===== config.mk =====
export PLATFORM = sky130hd
export DESIGN_NAME = paddle_ctrl
export DESIGN_NICKNAME = d
export VERILOG_FILES = /design/src/rtl/paddle_ctrl.sv
export SDC_FILE = /design/constraint.sdc
export NUM_CORES = 1
export LEC_CHECK = 0
export ABC_AREA = 1
export BUFFER_PORTS_ARGS = -buffer_cell sky130_fd_sc_hd__buf_2
export CAP_MARGIN = 40
export CORE_ASPECT_RATIO = 1.5
export CORE_UTILIZATION = 54
export CTS_BUF_LIST = sky130_fd_sc_hd__clkbuf_8
export CTS_CLUSTER_DIAMETER = 200
export DETAILED_ROUTE_END_ITERATION = 10
export GPL_ROUTABILITY_DRIVEN = 1
export GPL_TIMING_DRIVEN = 1
export PLACE_DENSITY = 0.78
export RECOVER_POWER = 100
export SYNTH_ARGS = -nofsm -noshare
export SYNTH_HDL_FRONTEND = slang
export SYNTH_SLANG_ARGS = --single-unit
export TNS_END_PERCENT = 50

===== constraint.sdc =====
create_clock -name clk_clk -period 4.05 [get_ports clk_clk]
set_clock_uncertainty 0.2 [all_clocks]
set_input_delay 0.81 -clock clk_clk [delete_from_list [all_inputs] [get_ports clk_clk]]
set_output_delay 0.81 -clock clk_clk [all_outputs]
set_load 0.005 [all_outputs]

===== src/rtl/paddle_ctrl.sv =====
// Player paddle controller: keycode-driven velocity integration per frame,
// clamped to the play field, with pushbutton pause and recenter.
module paddle_ctrl #(
    parameter int X_MIN     = 40,
    parameter int X_MAX     = 599,
    parameter int Y_MIN     = 40,
    parameter int Y_MAX     = 439,
    parameter int X_CENTER  = 320,
    parameter int Y_CENTER  = 240,
    parameter int MAX_SPEED = 8,
    parameter int ACCEL     = 1
) (
    input  logic              clk_clk,
    input  logic              reset_reset_n,
    input  logic [7:0]        keycode,
    input  logic [1:0]        key,
    input  logic              frame_tick,
    output logic [9:0]        paddle_x,
    output logic [9:0]        paddle_y,
    output logic signed [4:0] vel_x,
    output logic signed [4:0] vel_y,
    output logic              paused,
    output logic              edge_hit
);

    localparam logic signed [11:0] XMin = 12'(X_MIN);
    localparam logic signed [11:0] XMax = 12'(X_MAX);
    localparam logic signed [11:0] YMin = 12'(Y_MIN);
    localparam logic signed [11:0] YMax = 12'(Y_MAX);
    localparam logic signed [11:0] Acc  = 12'(ACCEL);
    localparam logic signed [11:0] VMax = 12'(MAX_SPEED);

    typedef enum logic [0:0] {StRun, StPaused} state_e;

    state_e            state_q, state_d;
    logic [7:0]        keycode_q;
    logic [1:0]        key_s1_q, key_s2_q, key_prev_q;
    logic [1:0]        press;
    logic [9:0]        x_q, x_d, y_q, y_d;
    logic signed [4:0] vx_q, vx_d, vy_q, vy_d;
    logic              edge_q, edge_d;

    logic              go_right, go_left, go_down, go_up;
    logic signed [11:0] vx_n, vy_n, px_n, py_n;

    // Accelerate toward the pressed direction, otherwise decay to zero without overshoot.
    function automatic logic signed [11:0] step_vel(input logic signed [11:0] v,
                                                    input logic pos, input logic neg);
        logic signed [11:0] r;
        if (pos) begin
            r = v + Acc;
            if (r > VMax) r = VMax;
        end else if (neg) begin
            r = v - Acc;
            if (r < -VMax) r = -VMax;
        end else if (v > Acc) begin
            r = v - Acc;
        end else if (v < -Acc) begin
            r = v + Acc;
        end else begin
            r = '0;
        end
        return r;
    endfunction

    assign press    = key_prev_q & ~key_s2_q;
    assign go_right = (keycode_q == 8'h07);
    assign go_left  = (keycode_q == 8'h04);
    assign go_down  = (keycode_q == 8'h16);
    assign go_up    = (keycode_q == 8'h1A);

    assign vx_n = step_vel({{7{vx_q[4]}}, vx_q}, go_right, go_left);
    assign vy_n = step_vel({{7{vy_q[4]}}, vy_q}, go_down, go_up);
    assign px_n = $signed({2'b00, x_q}) + vx_n;
    assign py_n = $signed({2'b00, y_q}) + vy_n;

    always_comb begin
        state_d = state_q;
        x_d     = x_q;
        y_d     = y_q;
        vx_d    = vx_q;
        vy_d    = vy_q;
        edge_d  = 1'b0;

        if (press[1]) state_d = (state_q == StRun) ? StPaused : StRun;

        // Recenter wins over a coincident frame tick; that tick is dropped.
        if (press[0]) begin
            x_d  = 10'(X_CENTER);
            y_d  = 10'(Y_CENTER);
            vx_d = '0;
            vy_d = '0;
        end else if (frame_tick && state_q == StRun) begin
            x_d  = px_n[9:0];
            vx_d = vx_n[4:0];
            if (px_n < XMin) begin
                x_d    = 10'(X_MIN);
                vx_d   = '0;
                edge_d = 1'b1;
            end else if (px_n > XMax) begin
                x_d    = 10'(X_MAX);
                vx_d   = '0;
                edge_d = 1'b1;
            end
            y_d  = py_n[9:0];
            vy_d = vy_n[4:0];
            if (py_n < YMin) begin
                y_d    = 10'(Y_MIN);
                vy_d   = '0;
                edge_d = 1'b1;
            end else if (py_n > YMax) begin
                y_d    = 10'(Y_MAX);
                vy_d   = '0;
                edge_d = 1'b1;
            end
        end
    end

    always_ff @(posedge clk_clk or negedge reset_reset_n) begin
        if (!reset_reset_n) begin
            state_q    <= StRun;
            keycode_q  <= '0;
            key_s1_q   <= 2'b11;
            key_s2_q   <= 2'b11;
            key_prev_q <= 2'b11;
            x_q        <= 10'(X_CENTER);
            y_q        <= 10'(Y_CENTER);
            vx_q       <= '0;
            vy_q       <= '0;
            edge_q     <= 1'b0;
        end else begin
            state_q    <= state_d;
            keycode_q  <= keycode;
            key_s1_q   <= key;
            key_s2_q   <= key_s1_q;
            key_prev_q <= key_s2_q;
            x_q        <= x_d;
            y_q        <= y_d;
            vx_q       <= vx_d;
            vy_q       <= vy_d;
            edge_q     <= edge_d;
        end
    end

    assign paddle_x = x_q;
    assign paddle_y = y_q;
    assign vel_x    = vx_q;
    assign vel_y    = vy_q;
    assign paused   = (state_q == StPaused);
    assign edge_hit = edge_q;

endmodule


After elaboration in Yosys (flattened, before gate mapping)
Index checks and enable logic that the tools add are counted.
Operators by class
  reductions and logical operators: 2
  add/subtract/negate cells: 6
  order comparisons: 12
  multiplexer cells: 35
  bitwise gates (word level): 3
  equal/unequal tests: 4
Operator list (count)
  12-bit two-way mux: 12
  10-bit two-way mux: 8
  5-bit two-way mux: 8
  11-bit by 12-bit adder with 12-bit output: 2
  12-bit by 5-bit > comparator with 1-bit output (second input constant): 2
  12-bit by 4-bit less-than comparator with 1-bit output (second input constant): 2
  12-bit by 7-bit less-than comparator with 1-bit output (second input constant): 2
  8-bit by 3-bit == test with 1-bit output (second input constant): 2
  8-bit by 5-bit == test with 1-bit output (second input constant): 2
  5-bit by 2-bit adder with 6-bit output (second input constant): 2
  12-bit by 10-bit > comparator with 1-bit output (second input constant): 1
  12-bit by 11-bit > comparator with 1-bit output (second input constant): 1
  5-bit by 2-bit subtractor with 6-bit output (second input constant): 2
  5-bit by 2-bit > comparator with 1-bit output (second input constant): 2
  5-bit by 1-bit less-than comparator with 1-bit output (second input constant): 2
  1-bit two-way mux: 7
  2-bit AND: 1
  2-bit inverter: 1
  2-bit nonzero test: 1
  1-bit logical AND: 1
  1-bit inverter: 1
Word-level totals
  output and inout bits: 32
  input port bits: 13
  register bits: 46

Logic depth before layout (Yosys ltp)
  depth after elaboration: 13
  gate-level depth with buffers: 30
  mapped depth without buffers: 29

Worst setup path before layout
No wires, ideal clock.
  kind: register to register
  from: reg vy_q[0] (netlist: vel_y[0])
  to: reg vy_q[2] (netlist: vel_y[2])
  data required time: 3723 ps
  setup time: 127 ps
  path buffers: 0
  path slack: 327 ps
  clock period less this slack: 3723 ps
  cell stages (with the launch flop): 26
  arrival time: 3396 ps
  cells stage by stage: dfrtp_1 inv_1 ha_1 nand2_1 nand2_1 nand3_1 ha_1 a21oi_1 o21ai_0 nand2_1 nand2_1 inv_1 ha_1 fa_1 nand3_1 nand2_1 or2_2 nand2_1 nand2_1 a21o_1 nor2_1 nand2_1 nand2_2 nor2_4 nand2_4 o21ai_2
Between the ends
  word-level cells in the longest chain between the ends: 11
  elaborated cells on any way between the ends: 19
  those cells by class: add/sub: 3; order compare: 6; mux: 10
Ends and longest elaborated chain
  start, declared: RTL line 40  | logic signed [4:0] vx_q, vx_d, vy_q, vy_d;
  start signal, assigned: RTL line 140  | vy_q <= vy_d;
  5-bit by 2-bit subtractor with 6-bit output (tied with other cells): RTL line 54, 57
  12-bit by 4-bit less-than comparator with 1-bit output / 12-bit two-way mux (equally long branches): RTL line 55, 58
  12-bit two-way mux, on equally long branches: RTL line 55, 56
  12-bit two-way mux: RTL line 53  | end else if (neg) begin
  12-bit two-way mux *: RTL line 50  | if (pos) begin
  11-bit by 12-bit adder with 12-bit output: RTL line 75  | assign py_n = $signed({2'b00, y_q}) + vy_n;
  12-bit by 10-bit > comparator with 1-bit output: RTL line 111  | end else if (py_n > YMax) begin
  5-bit two-way mux: RTL line 111
  5-bit two-way mux *: RTL line 107  | if (py_n < YMin) begin
  5-bit two-way mux *: RTL line 93  | end else if (frame_tick && state_q == StRun) begin
  5-bit two-way mux *: RTL line 88  | if (press[0]) begin
Every way passes the cells marked *; elsewhere a longest branch is shown, timed or not. The select of a mux whose other input is x is not followed.
A chain may end at the register's enable or synchronous reset.

Worst setup path in the final report
  from: reg vx_q[1] (netlist: vel_x[1])
  to: reg vx_q[1] (netlist: vel_x[1])
Between the ends
  word-level cells in the longest chain between the ends: 11
  elaborated cells on any way between the ends: 19
  those cells by class: add/sub: 3; order compare: 6; mux: 10
Ends and longest elaborated chain
  start, declared: RTL line 40
  start signal, assigned: RTL line 139  | vx_q <= vx_d;
  5-bit by 2-bit subtractor with 6-bit output (tied with other cells): RTL line 54, 57
  12-bit by 4-bit less-than comparator with 1-bit output / 12-bit two-way mux (equally long branches): RTL line 55, 58
  12-bit two-way mux, on equally long branches: RTL line 55, 56
  12-bit two-way mux: RTL line 53
  12-bit two-way mux *: RTL line 50
  11-bit by 12-bit adder with 12-bit output: RTL line 74  | assign px_n = $signed({2'b00, x_q}) + vx_n;
  12-bit by 11-bit > comparator with 1-bit output: RTL line 100  | end else if (px_n > XMax) begin
  5-bit two-way mux: RTL line 100
  5-bit two-way mux *: RTL line 96  | if (px_n < XMin) begin
  5-bit two-way mux *: RTL line 93
  5-bit two-way mux *: RTL line 88
Marks and branches as above.

==> insert_results.sql <==
INSERT INTO impl_metrics (metric_group, metric, value, unit) VALUES
('status', 'run_status', 'completed', ''),
('synth', 'synth.most_common_cell', 'nand2_1', ''),
('clock_tree', 'cts_sinks', '46', ''),
('synth', 'synth-warning-count', '0', ''),
('synth', 'synth_top_area_cell', 'nand2_1', ''),
('hold_path', 'hold-path-endpoint', 'key_s2_q[0]', ''),
('clock_tree', 'cts-htree-levels', '2', ''),
('detailed_routing', 'num_vias', '4396', ''),
('worst_setup_path', 'critical_path.max_fanout', '7', ''),
('floorplan', 'number_of_placed_i_o_pins', '45', ''),
('grt', 'number_of_global_route_vias_before_repair', '4196', ''),
('hold_path', 'hold_start', 'key_s1_q[0]', ''),
('grt', 'grt_start_max_net_pins', '26', ''),
('sta', 'period_minus_slack', '3895', 'ps'),
('worst_setup_path', 'critical-path-top-delay-family', 'simple AND/OR/NAND/NOR gates', ''),
('sta', 'max_clock_freq', '256.7', 'MHz'),
('finish', 'synthToLayoutAreaGrowth', '21.29', '%'),
('worst_setup_path', 'r2r-start', 'vel_x[1]', ''),
('sta', 'fin_setup_tns', '0', 'ps'),
('synth', 'mappedNetlistArea', '0.004260', 'sq mm'),
('worst_setup_path', 'critical_path.reg2reg.endpoint', 'vel_x[1]', ''),
('synth', 'synth_sequential_area_ratio', '0.2737', ''),
('detailed_routing', 'drt_iter0_markers', '229', ''),
('grt', 'grt.total_usage', '0.2761', ''),
('worst_setup_path', 'data_arrival_at_the_endpoint_of_the_critical_path', '3950', 'ps'),
('placement', 'dp_hpwl', '8519', 'microns'),
('placement', 'detailedPlace.worstSlack', '-162.8', 'ps'),
('floorplan', 'placementRows', '39', ''),
('clock_tree', 'clock_insertion_delay_worst_skew', '320', 'ps'),
('finish', 'antenna_cells_inserted', '0', ''),
('synth', 'synth.top_cells.by_count', 'nand2_1 (245), inv_1 (100), nor2_1 (47)', ''),
('synth', 'synth_area_per_cell', '6.585', 'sq um'),
('floorplan', 'die_h', '110.8', 'microns'),
('floorplan', 'coreArea', '0.007612', 'sq mm'),
('worst_setup_path', 'r2r_slack', '150', 'ps'),
('detailed_routing', 'ant_nets', '0', ''),
('detailed_routing', 'wirelength', '11530', 'microns'),
('clock_tree', 'cts.clk_slew.worst_paths', '100', 'ps'),
('worst_setup_path', 'biggest_cell_delay_along_the_critical_path', '470', 'ps'),
('worst_setup_path', 'critPathMostFrequentCell', 'nand2_1', ''),
('worst_setup_path', 'crit_path_end_kind', 'register', ''),
('sta', 'worst_slew_pin_slew', '1366', 'ps'),
('finish', 'fin_nets', '771', ''),
('finish', 'post_route_cells_drive_above_1_share', '0.2696', ''),
('worst_setup_path', 'worst_path_max_delay_cell', 'dfrtp_2', ''),
('placement', 'placed_area', '0.004648', 'sq mm'),
('worst_setup_path', 'critical_path_class', 'register to register', ''),
('synth', 'synth-async-reset-ratio', '1.000', ''),
('worst_setup_path', 'number_of_buffer_and_inverter_instances_along_the_worst_setup_path', '5', ''),
('hold_path', 'min-delay-path-class', 'register to register', ''),
('synth', 'yosysTopAreaCellShare', '0.2159', ''),
('worst_setup_path', 'critical_path.startpoint_type', 'register', ''),
('sta', 'report.final.setup_viol', '0', ''),
('floorplan', 'initial_utilization', '0.5597', ''),
('floorplan', 'overall_die_width', '74.53', 'microns'),
('job', 'cap_viol_max_count', '0', ''),
('hold_path', 'hold-path-cell-count', '0', ''),
('synth', 'syn_inst', '647', ''),
('synth', 'flop_and_latch_count_out_of_synthesis', '46', ''),
('detailed_routing', 'drt-wirelength-per-cell', '13.90', 'microns'),
('clock_tree', 'max-clock-path-buffers', '2', ''),
('placement', 'final_estimated_routing_congestion_in_global_placement', '0.9790', ''),
('grt', 'antenna_found_initial', '0', ''),
('worst_setup_path', 'worst-r2r-cell-count', '28', ''),
('sta', 'setup_slack', '154.8', 'ps'),
('sta', 'finalHoldViolCount', '0', ''),
('finish', 'layout.filler_cells', '671', ''),
('grt', 'grt_pass1_wl', '17870', 'microns'),
('clock_tree', 'holdBufCountCts', '0', ''),
('sta', 'post-route-period-util', '0.9618', ''),
('synth', 'synth_area_leaders', 'nand2_1 (22%), dfrtp_1 (20%), ha_1 (8.8%)', '');
final cells by class:
type / count / area (sq um) / share of cell area
Multi-Input combinational cell: 492 / 2903 / 0.5617
Sequential cell: 46 / 1172 / 0.2269
Timing Repair Buffer: 76 / 451.7 / 0.08741
Inverter: 105 / 400.4 / 0.07748
Tap cell: 102 / 127.6 / 0.02470
Clock buffer: 5 / 68.82 / 0.01332
Clock inverter: 3 / 43.79 / 0.008475
what timing repair did:
item | 4_1_cts | 5_1_grt
resized for setup | 8 | 60
pin swaps | 3 | 22
cloned | 0 | 1
setup endpoints to repair | 24 | 30
setup buffers | 6 | 17
through the flow:
| step | hold WS, ps | instances | utilization |
|---|---|---|---|
| global route | 168.5 | 829 | 0.6788 |
| floorplan | 145.2 | 647 | - |
| detailed placement | 148.5 | 797 | 0.6106 |
| finish | 164.1 | 829 | 0.6788 |
| global placement | 146.5 | 796 | 0.6080 |
| CTS | 162.6 | 811 | 0.6333 |
layout by cell type (no fill, tap or decap), drive strengths merged, types with 2 or more instances in the layout:
cell type	instances
a31oi	3
clkbuf	12
or2	2
ha	30
nor3	3
nand4	10
nor2	57
dfrtp	34
nand2	263
inv	105
o21ai	20
nand3b	3
fa	2
a21oi	20
dfstp	12
xnor2	3
buf	69
o31ai	2
a21o	3
nand3	55
xor2	8
o21bai	2
cells by family (layout without fill, tap and decap cells):
group / Yosys count / in the layout / synth area share
AOI/OAI and AO/OA: 56 / 56 / 0.08018
xor gates and xnor gates: 11 / 11 / 0.03142
adders and majority gates: 32 / 32 / 0.09750
buffers and inverters: 110 / 189 / 0.1019
DFF: 46 / 46 / 0.2737
and+or+nand+nor: 392 / 393 / 0.4153
worst max-delay path by stage:
stage	depth (start not counted)	slack [ps]	from	to
after global routing	28	-140	vel_x[1]	edge_hit
after CTS	28	7	vel_x[1]	paddle_x[4]
after floorplan	25	330	vel_y[0]	vel_y[2]
after global placement	28	-50	vel_x[1]	vel_x[1]
after detailed placement	28	-160	vel_x[1]	vel_x[1]
final	28	150	vel_x[1]	vel_x[1]
registers in the layout, summed over array words and instances, names as in the netlist:
signal and count:
paused 1, edge_hit 1, vel_x 5, vel_y 5, key_s1_q 2, key_s2_q 2
paddle_y 10, keycode_q 8, key_prev_q 2, paddle_x 10
layer usage:
layer,GRT usage,up-vias,wire [microns]
li1,-,2181,-
met1,0.2983,2046,4387
met2,0.5237,134,6413
met3,0.02455,35,356
met4,0.1082,0,370
met5,0,-,0
Power is not shown: default switching activity piles up to over one toggle a cycle in this logic, so the estimate is an artifact.
